File: src/rtl/uart_rx_axis_fifo.sv
// UART word strobe to AXI-Stream FWFT FIFO with a tlast every PKT_LEN beats; optional drop counter under RX_FIFO_DROP_CNT_EN.
// Latency: word written at edge N is valid in cycle N+1; a full FIFO drops input (sticky overflow), m_tready stalls output.
module uart_rx_axis_fifo #(
    parameter int W_DATA  = 24,
    parameter int DEPTH   = 8,
    parameter int PKT_LEN = 4
) (
    input  logic                     clk,
    input  logic                     rstn,
    input  logic                     s_valid,
    input  logic [W_DATA-1:0]        s_data,
    output logic                     m_tvalid,
    input  logic                     m_tready,
    output logic [W_DATA-1:0]        m_tdata,
    output logic                     m_tlast,
    output logic [$clog2(DEPTH):0]   level,
    output logic                     overflow,
    input  logic                     ovf_clr,
    output logic [15:0]              drop_count
);
    localparam int AW = $clog2(DEPTH);
    localparam int LW = AW + 1;
    localparam int BW = $clog2(PKT_LEN) + 1;

    logic [W_DATA-1:0] mem_q [DEPTH];
    logic [AW-1:0]     wr_ptr_q, rd_ptr_q;
    logic [LW-1:0]     level_q, level_d;
    logic [BW-1:0]     beat_q, beat_d;
    logic              ovf_q, ovf_d;
    logic              full, rd_fire, wr_en, drop;

    assign full     = (level_q == LW'(DEPTH));
    assign m_tvalid = (level_q != '0);
    assign rd_fire  = m_tvalid & m_tready;
    // A full FIFO still accepts when the same cycle frees a slot.
    assign wr_en    = s_valid & (~full | rd_fire);
    assign drop     = s_valid & full & ~rd_fire;

    assign m_tdata  = m_tvalid ? mem_q[rd_ptr_q] : '0;
    assign m_tlast  = m_tvalid & (beat_q == BW'(PKT_LEN - 1));
    assign level    = level_q;
    assign overflow = ovf_q;

    always_comb begin
        level_d = level_q;
        case ({wr_en, rd_fire})
            2'b10:   level_d = level_q + 1'b1;
            2'b01:   level_d = level_q - 1'b1;
            default: level_d = level_q;
        endcase
    end

    always_comb begin
        beat_d = beat_q;
        if (rd_fire) begin
            beat_d = (beat_q == BW'(PKT_LEN - 1)) ? '0 : beat_q + 1'b1;
        end
    end

    always_comb begin
        ovf_d = ovf_q;
        if (drop) begin
            ovf_d = 1'b1;
        end else if (ovf_clr) begin
            ovf_d = 1'b0;
        end
    end

    always_ff @(posedge clk) begin
        if (wr_en) begin
            mem_q[wr_ptr_q] <= s_data;
        end
    end

    always_ff @(posedge clk or negedge rstn) begin
        if (!rstn) begin
            wr_ptr_q <= '0;
            rd_ptr_q <= '0;
            level_q  <= '0;
            beat_q   <= '0;
            ovf_q    <= 1'b0;
        end else begin
            if (wr_en) begin
                wr_ptr_q <= wr_ptr_q + 1'b1;
            end
            if (rd_fire) begin
                rd_ptr_q <= rd_ptr_q + 1'b1;
            end
            level_q <= level_d;
            beat_q  <= beat_d;
            ovf_q   <= ovf_d;
        end
    end

`ifdef RX_FIFO_DROP_CNT_EN
    logic [15:0] drop_cnt_q, drop_cnt_d;

    // A clear coinciding with a drop leaves exactly that one drop counted.
    always_comb begin
        drop_cnt_d = drop_cnt_q;
        if (drop && ovf_clr) begin
            drop_cnt_d = 16'd1;
        end else if (ovf_clr) begin
            drop_cnt_d = 16'd0;
        end else if (drop && (drop_cnt_q != 16'hFFFF)) begin
            drop_cnt_d = drop_cnt_q + 16'd1;
        end
    end

    always_ff @(posedge clk or negedge rstn) begin
        if (!rstn) begin
            drop_cnt_q <= 16'd0;
        end else begin
            drop_cnt_q <= drop_cnt_d;
        end
    end

    assign drop_count = drop_cnt_q;
`else
    assign drop_count = 16'h0000;
`endif

endmodule

File: config.mk
export PLATFORM = sky130hd
export DESIGN_NAME = uart_rx_axis_fifo
export DESIGN_NICKNAME = d
export VERILOG_FILES = /design/src/rtl/uart_rx_axis_fifo.sv
export SDC_FILE = /design/constraint.sdc
export NUM_CORES = 1
export LEC_CHECK = 0
export CORE_MARGIN = 10
export CORE_UTILIZATION = 34
export CTS_CLUSTER_SIZE = 10
export DETAILED_ROUTE_END_ITERATION = 12
export PLACE_DENSITY_LB_ADDON = 0.1
export SYNTH_ARGS = -nofsm -noshare
export SYNTH_HDL_FRONTEND = slang
export SYNTH_SLANG_ARGS = --single-unit
File: constraint.sdc
create_clock -name clk -period 4.35 [get_ports clk]
set_clock_uncertainty 0.1 [all_clocks]
set_input_delay 0.435 -clock clk [delete_from_list [all_inputs] [get_ports clk]]
set_output_delay 0.435 -clock clk [all_outputs]
set_load 0.03 [all_outputs]
[After elaboration in Yosys (flattened, before gate mapping)]
Memories as Yosys holds them, arrays and structs flattened.
Index checks and enable logic that the tools add are counted.
Word-level totals
  RAM bits: 192
  bits of input ports: 29
  output and inout bits: 47
  logic and storage cells: 33
  memories kept: 1
  bits in registers: 14
Memories
  mem_q: depth 8, bits a word 24, read ports 1, clocked after memory_dff 0, wr ports 1, RTL line 25  | logic [W_DATA-1:0] mem_q [DEPTH];
Operators by class
  add/sub/neg operators: 5
  reduce and logical (&&, ||, !) cells: 3
  bitwise gates (word level): 8
  equal/unequal tests: 4
  multiplexer cells: 7
Operator list (count)
  $mux W24: 1
  $add A3 B1 Y3 const B: 3
  $pmux W4 S2: 1
  $and A1 B1 Y1: 5
  $add A4 B1 Y4 const B: 1
  $eq A4 B4 Y1 const B: 1
  $mux W1: 4
  $reduce_bool A2 Y1: 2
  $reduce_bool A4 Y1: 1
  $sub A4 B1 Y4 const B: 1
  $eq A3 B2 Y1 const B: 1
  $mux W3: 1
  $eq A2 B1 Y1 const B: 1
  $eq A2 B2 Y1 const B: 1
  $not A1 Y1: 2
  $or A1 B1 Y1: 1

[Logic depth before layout (Yosys ltp)]
Gate-level depths: netlist of the first run.
  depth in word-level cells: 6
  mapped depth: 12
  depth with buffers taken out: 11

[Worst setup path after synthesis of the first run]
Ideal clock, no wire load.
  path type: register to register
  from: register level_q[0] (netlist: level[0])
  to: memory mem_q[0][0], enable pin
  cell stages (with the launch flop): 4
  path buffers: 1
  clock period less this slack: 3.824 ns
  slack: 0.526 ns
  data required time: 3.784 ns
  arrival time: 3.258 ns
  library setup time: 0.466 ns
  path through: dfrtp_1 -> buf_2 -> o41ai_4 -> nor4_1
Between the ends
  longest elaborated chain between the ends: 6
  elaborated cells between the ends (all ways): 8
  classes of those cells: 1 x eq/ne; 2 x mux; 4 x bitwise; 1 x reduce/logical
Ends and longest elaborated chain
  start, declared: RTL line 27  | logic [LW-1:0] level_q, level_d;
  start signal, assigned: RTL line 89  | level_q <= level_d;
  $reduce_bool A4 Y1 / $eq A4 B4 Y1 (equally long branches): RTL line 33, 32
  $and A1 B1 Y1 / $not A1 Y1 (equally long branches): RTL line 34, 36
  $or A1 B1 Y1 (*): RTL line 36  | assign wr_en = s_valid & (~full | rd_fire);
  $and A1 B1 Y1 (*): RTL line 36
  $mux W1 (*): RTL line 70  | if (wr_en) begin
  $mux W1 (not written as such) (*): RTL line 71  | mem_q[wr_ptr_q] <= s_data;
  end, declared: RTL line 25
Mark *: on every way between the ends. The rest lies on a longest branch, timed or not.

[Final worst setup path of the first run]
  from: register rd_ptr_q[0]
  to: output m_tdata[6]
Between the ends
  longest elaborated chain between the ends: 2
Ends and longest elaborated chain
  start, declared: RTL line 26  | logic [AW-1:0] wr_ptr_q, rd_ptr_q;
  start signal, assigned: RTL line 87  | rd_ptr_q <= rd_ptr_q + 1'b1;
  $mem_v2 Z8 W24
  $mux W24: RTL line 39  | assign m_tdata = m_tvalid ? mem_q[rd_ptr_q] : '0;
  end, declared: RTL line 14  | output logic [W_DATA-1:0] m_tdata,
Every way passes these cells.

==> results of run 1 <==
-- cell usage after synthesis (2+ instances only) --
master	number
xor2_1	4
xnor2_1	5
nand2b_1	4
nand3_1	2
nor2_1	31
buf_1	3
edfxtp_1	192
nand2_1	7
buf_12	2
inv_1	4
inv_2	2
o21ai_0	2
buf_4	18
buf_6	3
nor3_1	5
mux2_2	2
mux2i_1	24
mux4_2	48
ha_1	6
a21oi_1	2
buf_2	6
clkbuf_1	3
dfrtp_1	14
-- per-stage QoR --
stage / power [W] / utilization [%] / cell area [um2]
after CTS: 0.007317 / 41.99 / 9945
after global placement: 0.005421 / 38.96 / 9228
after floorplan: 0.004492 / - / 8305
final: 0.007157 / 41.99 / 9945
after detailed placement: 0.005436 / 38.96 / 9228
after global routing: 0.007556 / 41.99 / 9945
-- registers in the layout, indices dropped and copies added, names as in the netlist --
| name | cells |
|---|---|
| mem_q | 192 |
| level | 4 |
| beat_q | 3 |
| rd_ptr_q | 3 |
| wr_ptr_q | 3 |
| overflow | 1 |
-- cells by family after synthesis --
| logic type | synth area share [%] |
|---|---|
| compound gates | 0.8798 |
| flops | 74.14 |
| other cells | 0.04546 |
| mux | 16.29 |
| simple gates | 3.337 |
| buf+inv | 3.443 |
| xor+xnor | 0.9555 |
| fa+ha+maj | 0.9100 |
-- worst register-to-register path, cell delays in order, from the launching register on --
cell and delay [ns]:
dfrtp_1 0.51, nor4_4 0.32, buf_4 0.39, inv_2 0.08
nand2_2 0.15, inv_2 0.11, ha_1 0.28, xor2_1 0.17
ha_1 0.19, a21oi_1 0.14, xor2_1 0.15, nor2_1 0.06
xor2_1 0.15
-- cells in the final DEF (no fill, tap or decap), types with 5 or more instances in the layout --
| cell | count |
|---|---|
| ha_1 | 6 |
| xnor2_1 | 5 |
| nor2_1 | 28 |
| clkbuf_16 | 25 |
| dfrtp_1 | 12 |
| clkbuf_1 | 9 |
| conb_1 | 16 |
| mux4_2 | 48 |
| mux2i_1 | 24 |
| clkdlybuf4s50_1 | 59 |
| nand2_1 | 7 |
| buf_4 | 10 |
| edfxtp_1 | 192 |
-- per-layer routing --
layer	part of all wire [%]	global-route usage (%)	vias to the layer above
li1	-	-	1731
met1	44	14.38	2067
met2	49	19.08	84
met3	5.1	2.659	25
met4	2.0	2.932	0
met5	0	0	-
-- worst paths after layout --
path                                                 to
worst max-delay path                         m_tdata[6]
worst min-delay path              beat_q[2]$_DFFE_PN0P_
worst max register to register     level[2]$_DFFE_PN0P_
worst min register to register    beat_q[1]$_DFFE_PN0P_
max in group asynchronous       rd_ptr_q[0]$_DFFE_PN0P_
min in group clk                  beat_q[1]$_DFFE_PN0P_
-- power groups by stage --
stage	sequential, W	clock [W]	combinational (W)
final	0.00275	0.00185	0.00256
after global routing	0.00280	0.00199	0.00277
after global placement	0.00279	0	0.00263
after detailed placement	0.00280	0	0.00263
after CTS	0.00277	0.00190	0.00265
after floorplan	0.00268	0	0.00181
-- final cells by class --
class | instances | area (um2)
fill | 2169 | 13740
clock buffer | 35 | 673.1
multi-input combinational | 170 | 1939
clock inverter | 3 | 43.79
tap | 319 | 399.1
sequential | 206 | 6121
inverter | 6 | 22.52
timing repair buffer | 73 | 745.7
==> results by group, run 1 <==
Yosys
  – Number of enable flip-flop cells after synthesis: 192
  – Seq/Total Area, Yosys: 74.14%
  – Syn Inst Count: 402
  – Dominant cells by area after synthesis: edfxtp_1, mux4_2, dfrtp_1, mux2i_1, buf_4
  – Mapped Area: 0.008249 mm2
  – Asr flop ratio synth: 6.796%
  – Yosys reg bits: 206
  – Netlist cell types: 36
  – Warning count from the yosys run: 0
  – Fraction of synthesized cell area taken by the top area cell type: 69.89%
  – Yosys top cell by area: edfxtp_1
  – Main synth FF type: edfxtp_1
  – Mean Syn Cell Area: 20.52 um2

Cells and area
  – # diodes: 0
  – Post-Layout Cell Count: 812
  – Area Overhead vs Synth: 20.55%
  – Layout Nets: 517
  – Layout cell share with drive strength beyond 1: 22.31%

Power
  – Flop pwr share: 38.4%
  – PwrDens: 719.7 mW/mm2
  – Psw: 0.002370 W
  – Internal power: 0.004786 W
  – Comb pwr share: 35.8%
  – Lkg Pwr: 3.313 nW
  – Switching fraction of total power: 33.12%
  – Worst VDD drop: 0.0004923 V
  – Clock power share: 25.8%

Critical path
  – Worst path top cell family by delay: buffers and inverters
  – Crit path from: rd_ptr_q[0]$_DFFE_PN0P_
  – Crit end category: output pin
  – Req. time, crit path: 3.82 ns
  – Crit start category: flop
  – Worst Path Arrival: 2.96 ns
  – Worst Setup Path Type: reg -> out
  – Worst-path maximum fanout: 24
  – Worst R2R Start: level[2]$_DFFE_PN0P_
  – CP Buf/Inv Count: 2
  – Slowest cell on crit path: dfrtp_4
  – Worst Reg-to-Reg Cells: 12
  – WP depth: 5
  – Max stage delay on crit path: 0.76 ns
  – Cell Chain, Critical Path: buf_4 > mux4_2 > mux2i_1 > nor2_1 > clkdlybuf4s50_1
  – R2R Setup Slk: 1.42 ns

Floorplanning
  – # IOs: 76
  – DIE WIDTH: 175.8 um
  – Die footprint: 0.03089 mm2
  – Rows: 56
  – Height of the die: 175.8 um
  – Core footprint: 0.02368 mm2
  – Starting Density: 34.83%

Timing
  – Post-route setup TNS: 0 ns
  – Post-layout min period: 3.492 ns
  – Max-slew violations: 0
  – Worst relative slew slack: 51.90%
  – Hold Slack: 0.2622 ns
  – Worst-margin pin slew: 0.7193 ns
  – Fmax: 286.4 MHz
  – Fin crit share: 80.27%
  – RSZ-0062 raised after global routing: false
  – Fin. Hold Viols: 0
  – Final setup vio count: 0
  – Final WS setup: 0.8584 ns

Routing
  – Via count: 3907
  – Drt total wl: 17.35 mm
  – First-pass DRT Iterations: 4
  – Detail Route Antenna Nets: 0
  – WL/cell: 21.37 um
  – Initial DRC Count: 214
  – # DRC: 0
  – DR vias/cell: 4.812

Clock network
  – CTS clk-pin slew, worst paths: 0.06 ns
  – H-tree depth: 1
  – Hold Buf Count CTS: 0
  – CTS tree: built
  – Root Buffer: clkbuf_16
  – Post_cts resized: 0
  – Clock Path Buffers: 3
  – Clk_lat worst skew: 0.50 ns
  – Postcts setup bufs: 0
  – Sink Count: 206
  – Number of buffers created by CTS: 25

Placed design
  – GP Congestion: 0.6735
  – Placed Cells: 774
  – Hpwl dp: 9.882 mm
  – Post-Place Worst Slack: 1.245 ns
  – IO buf count: 59

Global routing
  – Largest net degree at the start of global routing: 41
  – Vias in the first global route: 4314
  – Initial antenna violation count: 0
  – Gr ovfl total: 0
  – GRT Total Usage: 11.33%
  – First-pass GRT wire length: 26.83 mm

Outcome
  – Status: complete, no violations

Hold path
  – Hold Path Class: in -> async

Job
  – Max-cap violations: 0
Power figures use the tool's default switching activity.
==> run 2: changes to the inputs <==
==> constraint.sdc (replaced) <==
create_clock -name clk -period 3.25 [get_ports clk]
set_clock_uncertainty 0.1 [all_clocks]
set_input_delay 0.325 -clock clk [delete_from_list [all_inputs] [get_ports clk]]
set_output_delay 0.325 -clock clk [all_outputs]
set_load 0.03 [all_outputs]
==> run 2 against run 1 <==
Critical path depth is the same. Via count shrank 1.1%. Setup slack lost 0.73 ns. Utilization grew 0.18 points. Critical path type unchanged. Combinational power grew 39%. Routed wire length shrank 2.9%. Critical endpoint is now m_tdata[15]. Flip-flop and latch count is the same. Non-clock buffer count grew 5. Clock power grew 28%. Global-route usage shrank 0.34 points.
==> results by group, run 2 (synthesis gave the netlist of run 1 again) <==
Cells and area
  – Max FFs per register: 192
  – Layout Nets: 522
  – Most frequent cells in the layout: edfxtp_1, clkdlybuf4s50_1, mux4_2
  – Fin util: 42.17%
  – Commonest non-fill, non-tap cell in the layout: edfxtp_1
  – Area Overhead vs Synth: 21.07%
  – Layout cell share with drive strength beyond 1: 22.55%
  – Top reg by flops: mem_q
  – # diodes: 0

Critical path
  – Worst Path Arrival: 2.69 ns
  – Slowest cell on crit path: clkdlybuf4s50_1
  – Reg-to-Reg End: mem_q[6][20]$_DFFE_PP_
  – Crit end category: output pin
  – Worst Reg-to-Reg Cells: 4
  – Worst-path maximum fanout: 24
  – Req. time, crit path: 2.82 ns
  – Cell Chain, Critical Path: buf_12 > mux4_2 > mux2i_1 > nor2_1 > clkdlybuf4s50_1
  – Worst R2R Start: level[1]$_DFFE_PN0P_
  – Max stage delay on crit path: 0.61 ns
  – Worst Setup Path Type: reg -> out
  – Crit start category: flop
  – R2R Setup Slk: 0.61 ns

Global routing
  – Initial antenna violation count: 0
  – Vias in the first global route: 4421
  – M2 GR Usage: 18.27%
  – GR Util met1: 14.20%
  – Busiest grt layer: met2
  – Gr ovfl total: 0
  – GRT Total Usage: 10.99%
  – Largest net degree at the start of global routing: 51
  – First-pass GRT wire length: 26.68 mm
  – GR Layer Usage met3: 2.488%

Timing
  – Fin. Hold Viols: 0
  – RSZ-0062 raised after global routing: false
  – Final setup vio count: 0
  – Final WS setup: 0.1331 ns
  – Post-route setup TNS: 0 ns
  – Fmax: 320.8 MHz
  – Post-layout min period: 3.117 ns
  – Max-slew violations: 0
  – Fin crit share: 95.91%
  – Worst-margin pin slew: 0.9110 ns
  – Worst relative slew slack: 39.20%

Clock network
  – Post_cts resized: 0
  – Root Buffer: clkbuf_16
  – CTS clk-pin slew, worst paths: 0.05 ns
  – Hold Buf Count CTS: 0
  – Number of buffers created by CTS: 25
  – Clk_lat worst skew: 0.50 ns
  – Clock Path Buffers: 3
  – Postcts setup bufs: 0
  – CTS tree: built
  – H-tree depth: 1
  – Sink Count: 206

Routing
  – DR vias/cell: 4.712
  – Via count: 3864
  – # DRC: 0
  – First-pass DRT Iterations: 4
  – Drt total wl: 16.85 mm
  – WL/cell: 20.55 um
  – Initial DRC Count: 194
  – Detail Route Antenna Nets: 0

Hold path
  – Hold Path Class: in -> async

Job
  – Max-cap violations: 0

Floorplanning
  – # IOs: 76
  – Starting Density: 34.83%
  – Core footprint: 0.02368 mm2
  – Rows: 56
  – DIE WIDTH: 175.8 um
  – Height of the die: 175.8 um
  – Die footprint: 0.03089 mm2

Outcome
  – Status: complete, no violations

Power
  – Worst VDD drop: 0.0003612 V
  – Lkg Pwr: 3.329 nW
  – PwrDens: 952.8 mW/mm2

Placed design
  – Hpwl dp: 10.33 mm
  – Post-Place Worst Slack: 0.2261 ns
  – IO buf count: 59
  – GP Congestion: 0.6998
## run 2: report_power, final
group          total (W)  switching (W)  internal (W)  leakage, nW
sequential       0.00357       0.000206       0.00336         1.91
clock            0.00237       0.000960       0.00141        0.330
combinational    0.00357        0.00198       0.00159         1.09
## run 2: critical path: cells and delay by family, from the launching register on
family	cells	cell delay [ns]
flip-flops	1	0.44
buffers and inverters	2	0.84
multiplexers	2	0.80
AND/OR/NAND/NOR	1	0.09
## run 2: metal layers
metal  part of all wire (%)  wire length (um)  vias to the layer above
met4                    1.5               248                        0
met5                      0                 0                        -
met3                    4.8               814                       20
met1                     45              7584                     2015
li1                       -                 -                     1745
met2                     49              8201                       84
## run 2: layout make-up
class / count / area (um2)
timing repair buffer: 78 / 795.8
inverter: 6 / 22.52
tap: 319 / 399.1
multi-input combinational: 170 / 1954
clock buffer: 37 / 670.6
clock inverter: 4 / 23.77
fill: 2148 / 13700
sequential: 206 / 6121
## run 2: how the worst max path moves through the flow
stage	to	startpoint	slack [ns]
finish	m_tdata[15]	rd_ptr_q[0]$_DFFE_PN0P_	0.13
global route	m_tdata[15]	rd_ptr_q[0]$_DFFE_PN0P_	0.004
CTS	m_tdata[15]	rd_ptr_q[0]$_DFFE_PN0P_	0.08
detailed placement	mem_q[6][19]$_DFFE_PP_	m_tready	0.23
global placement	mem_q[6][20]$_DFFE_PP_	m_tready	0.28
floorplan	mem_q[2][0]$_DFFE_PP_	level[0]$_DFFE_PN0P_	0.05
## run 2: stage by stage
step | hold WS (ns) | total power (W) | std cells | instance area (um2)
global placement | 0.3653 | 0.007279 | 779 | 9293
CTS | 0.1512 | 0.009720 | 820 | 9987
finish | 0.1381 | 0.009516 | 820 | 9987
detailed placement | 0.3633 | 0.007312 | 779 | 9293
floorplan | -0.07059 | 0.006018 | 417 | 8317
global route | 0.1879 | 0.01006 | 820 | 9987
==> run 3: changes to the inputs <==
--- a/config.mk
+++ b/config.mk
@@ -6,10 +6,10 @@
 export NUM_CORES = 1
 export LEC_CHECK = 0
 export CORE_MARGIN = 10
-export CORE_UTILIZATION = 34
+export CORE_UTILIZATION = 55
 export CTS_CLUSTER_SIZE = 10
 export DETAILED_ROUTE_END_ITERATION = 12
-export PLACE_DENSITY_LB_ADDON = 0.1
+export PLACE_DENSITY = 0.77
 export SYNTH_ARGS = -nofsm -noshare
 export SYNTH_HDL_FRONTEND = slang
 export SYNTH_SLANG_ARGS = --single-unit
==> run 3 against run 2 <==
Fmax up 1.5%. Final cell count down 16%. Non-clock buffer count down 1. Largest cell class unchanged. Sequential share of layout area up 1.2 points. Setup slack better by 0.045 ns. Die area down 34%. Critical endpoint is now m_tdata[3].
==> results by group, run 3 (synthesis gave the netlist of run 1 again) <==
Cells and area
  – Fillers: 934
  – Top reg by flops: mem_q
  – Area Overhead vs Synth: 18.81%
  – Seq. cell area: 0.006121 mm2
  – Max FFs per register: 192
  – Commonest non-fill, non-tap cell in the layout: edfxtp_1
  – Most frequent cells in the layout: edfxtp_1, clkdlybuf4s50_1, mux4_2
  – # diodes: 0
  – Layout cell share with drive strength beyond 1: 22.07%
  – Multi-input combinational cell area: 0.001954 mm2
  – Layout Nets: 520

Timing
  – RSZ-0062 raised after global routing: false
  – Worst-margin pin slew: 0.9532 ns
  – Final WS setup: 0.1779 ns
  – Fmax: 325.5 MHz
  – Fin crit share: 94.53%
  – Final setup vio count: 0
  – Worst relative slew slack: 35.98%
  – Fin. Hold Viols: 0
  – Post-layout min period: 3.072 ns
  – Post-route setup TNS: 0 ns
  – Max-slew violations: 0

Routing
  – # DRC: 0
  – First-pass DRT Iterations: 4
  – Drt total wl: 15.81 mm
  – Initial DRC Count: 355
  – Detail Route Antenna Nets: 0
  – WL/cell: 23.01 um
  – DR vias/cell: 5.745
  – Via count: 3947

Outcome
  – Status: complete, no violations

Global routing
  – GRT Total Usage: 15.79%
  – Largest net degree at the start of global routing: 51
  – First-pass GRT wire length: 24.98 mm
  – Initial antenna violation count: 0
  – Gr ovfl total: 0
  – Vias in the first global route: 4342

Power
  – PwrDens: 974.7 mW/mm2
  – Worst VDD drop: 0.0004460 V
  – Lkg Pwr: 3.325 nW

Critical path
  – Crit start category: flop
  – Cell Chain, Critical Path: buf_4 > mux4_2 > mux2i_1 > nor2_1 > clkdlybuf4s50_1
  – Max stage delay on crit path: 0.61 ns
  – Worst Setup Path Type: reg -> out
  – Slowest cell on crit path: clkdlybuf4s50_1
  – Worst-path maximum fanout: 10
  – Worst Path Arrival: 2.65 ns
  – Crit end category: output pin
  – Req. time, crit path: 2.82 ns

Placed design
  – GP Congestion: 0.7345
  – IO buf count: 59
  – Post-Place Worst Slack: 0.3675 ns
  – Hpwl dp: 9.313 mm

Hold path
  – Hold Path Class: in -> async

Clock network
  – H-tree depth: 1
  – Root Buffer: clkbuf_16
  – CTS tree: built
  – Hold Buf Count CTS: 0
  – Clock Path Buffers: 3
  – Clk_lat worst skew: 0.49 ns
  – CTS clk-pin slew, worst paths: 0.05 ns
  – Sink Count: 206
  – Number of buffers created by CTS: 24

Floorplanning
  – Core footprint: 0.01459 mm2
  – Die footprint: 0.02030 mm2
  – Rows: 44
  – Starting Density: 56.54%
  – # IOs: 76
  – DIE WIDTH: 142.5 um
  – Height of the die: 142.5 um

Job
  – Max-cap violations: 0
-- run 3: cell type report --
class | instances | area share, %
Timing Repair Buffer | 77 | 7.698
Tap cell | 184 | 2.349
Inverter | 6 | 0.2298
Clock buffer | 44 | 7.328
Sequential cell | 206 | 62.45
Multi-Input combinational cell | 170 | 19.94
-- run 3: timing repair --
| item | CTS | global route |
|---|---|---|
| setup endpoints to repair | 15 | 0 |
| setup buffers | 2 | 0 |
| resized for setup | 1 | 0 |
-- run 3: through the flow --
step | cells | total power [W] | hold WS (ns) | area, um2 | util (%)
6_report | 687 | 0.009553 | 0.1438 | 9801 | 67.18
5_1_grt | 687 | 0.01002 | 0.2040 | 9801 | 67.18
4_1_cts | 687 | 0.009673 | 0.1579 | 9801 | 67.18
3_5_place_dp | 641 | 0.007201 | 0.3634 | 9064 | 62.13
3_3_place_gp | 641 | 0.007122 | 0.3533 | 9064 | 62.13
2_1_floorplan | 417 | 0.006018 | -0.07059 | 8317 | -
-- run 3: worst paths after layout --
check	cells past startpoint	end	from	slack, ns
min reg2reg	2	beat_q[1]$_DFFE_PN0P_	beat_q[1]$_DFFE_PN0P_	0.37
max	5	m_tdata[3]	rd_ptr_q[0]$_DFFE_PN0P_	0.18
min in group clk	2	overflow$_DFFE_PN0P_	ovf_clr	0.30
min	1	level[0]$_DFFE_PN0P_	rstn	0.14
max in group asynchronous	1	rd_ptr_q[0]$_DFFE_PN0P_	rstn	2.42
max reg2reg	11	level[2]$_DFFE_PN0P_	level[2]$_DFFE_PN0P_	0.69
-- run 3: power breakdown --
| group | total, W | switching [W] | leakage, nW | internal (W) |
|---|---|---|---|---|
| clock | 0.00242 | 0.000941 | 0.342 | 0.00148 |
| combinational | 0.00353 | 0.00196 | 1.07 | 0.00157 |
| sequential | 0.00360 | 0.000240 | 1.91 | 0.00336 |
| total | 0.00955 | 0.00314 | 3.33 | 0.00641 |
-- run 3: critical path: cells and delay by family, from the launching register on --
kind                   cells  cell delay, ns
buffers and inverters      2            0.87
multiplexers               2            0.76
flip-flops                 1            0.47
AND/OR/NAND/NOR            1            0.06
-- run 3: metal layers --
layer	track usage, %	routed length, um	vias up
li1	-	-	1753
met1	20.88	6151	2017
met2	25.92	8111	149
met3	2.704	1214	28
met4	5.538	328	0
met5	0	0	-
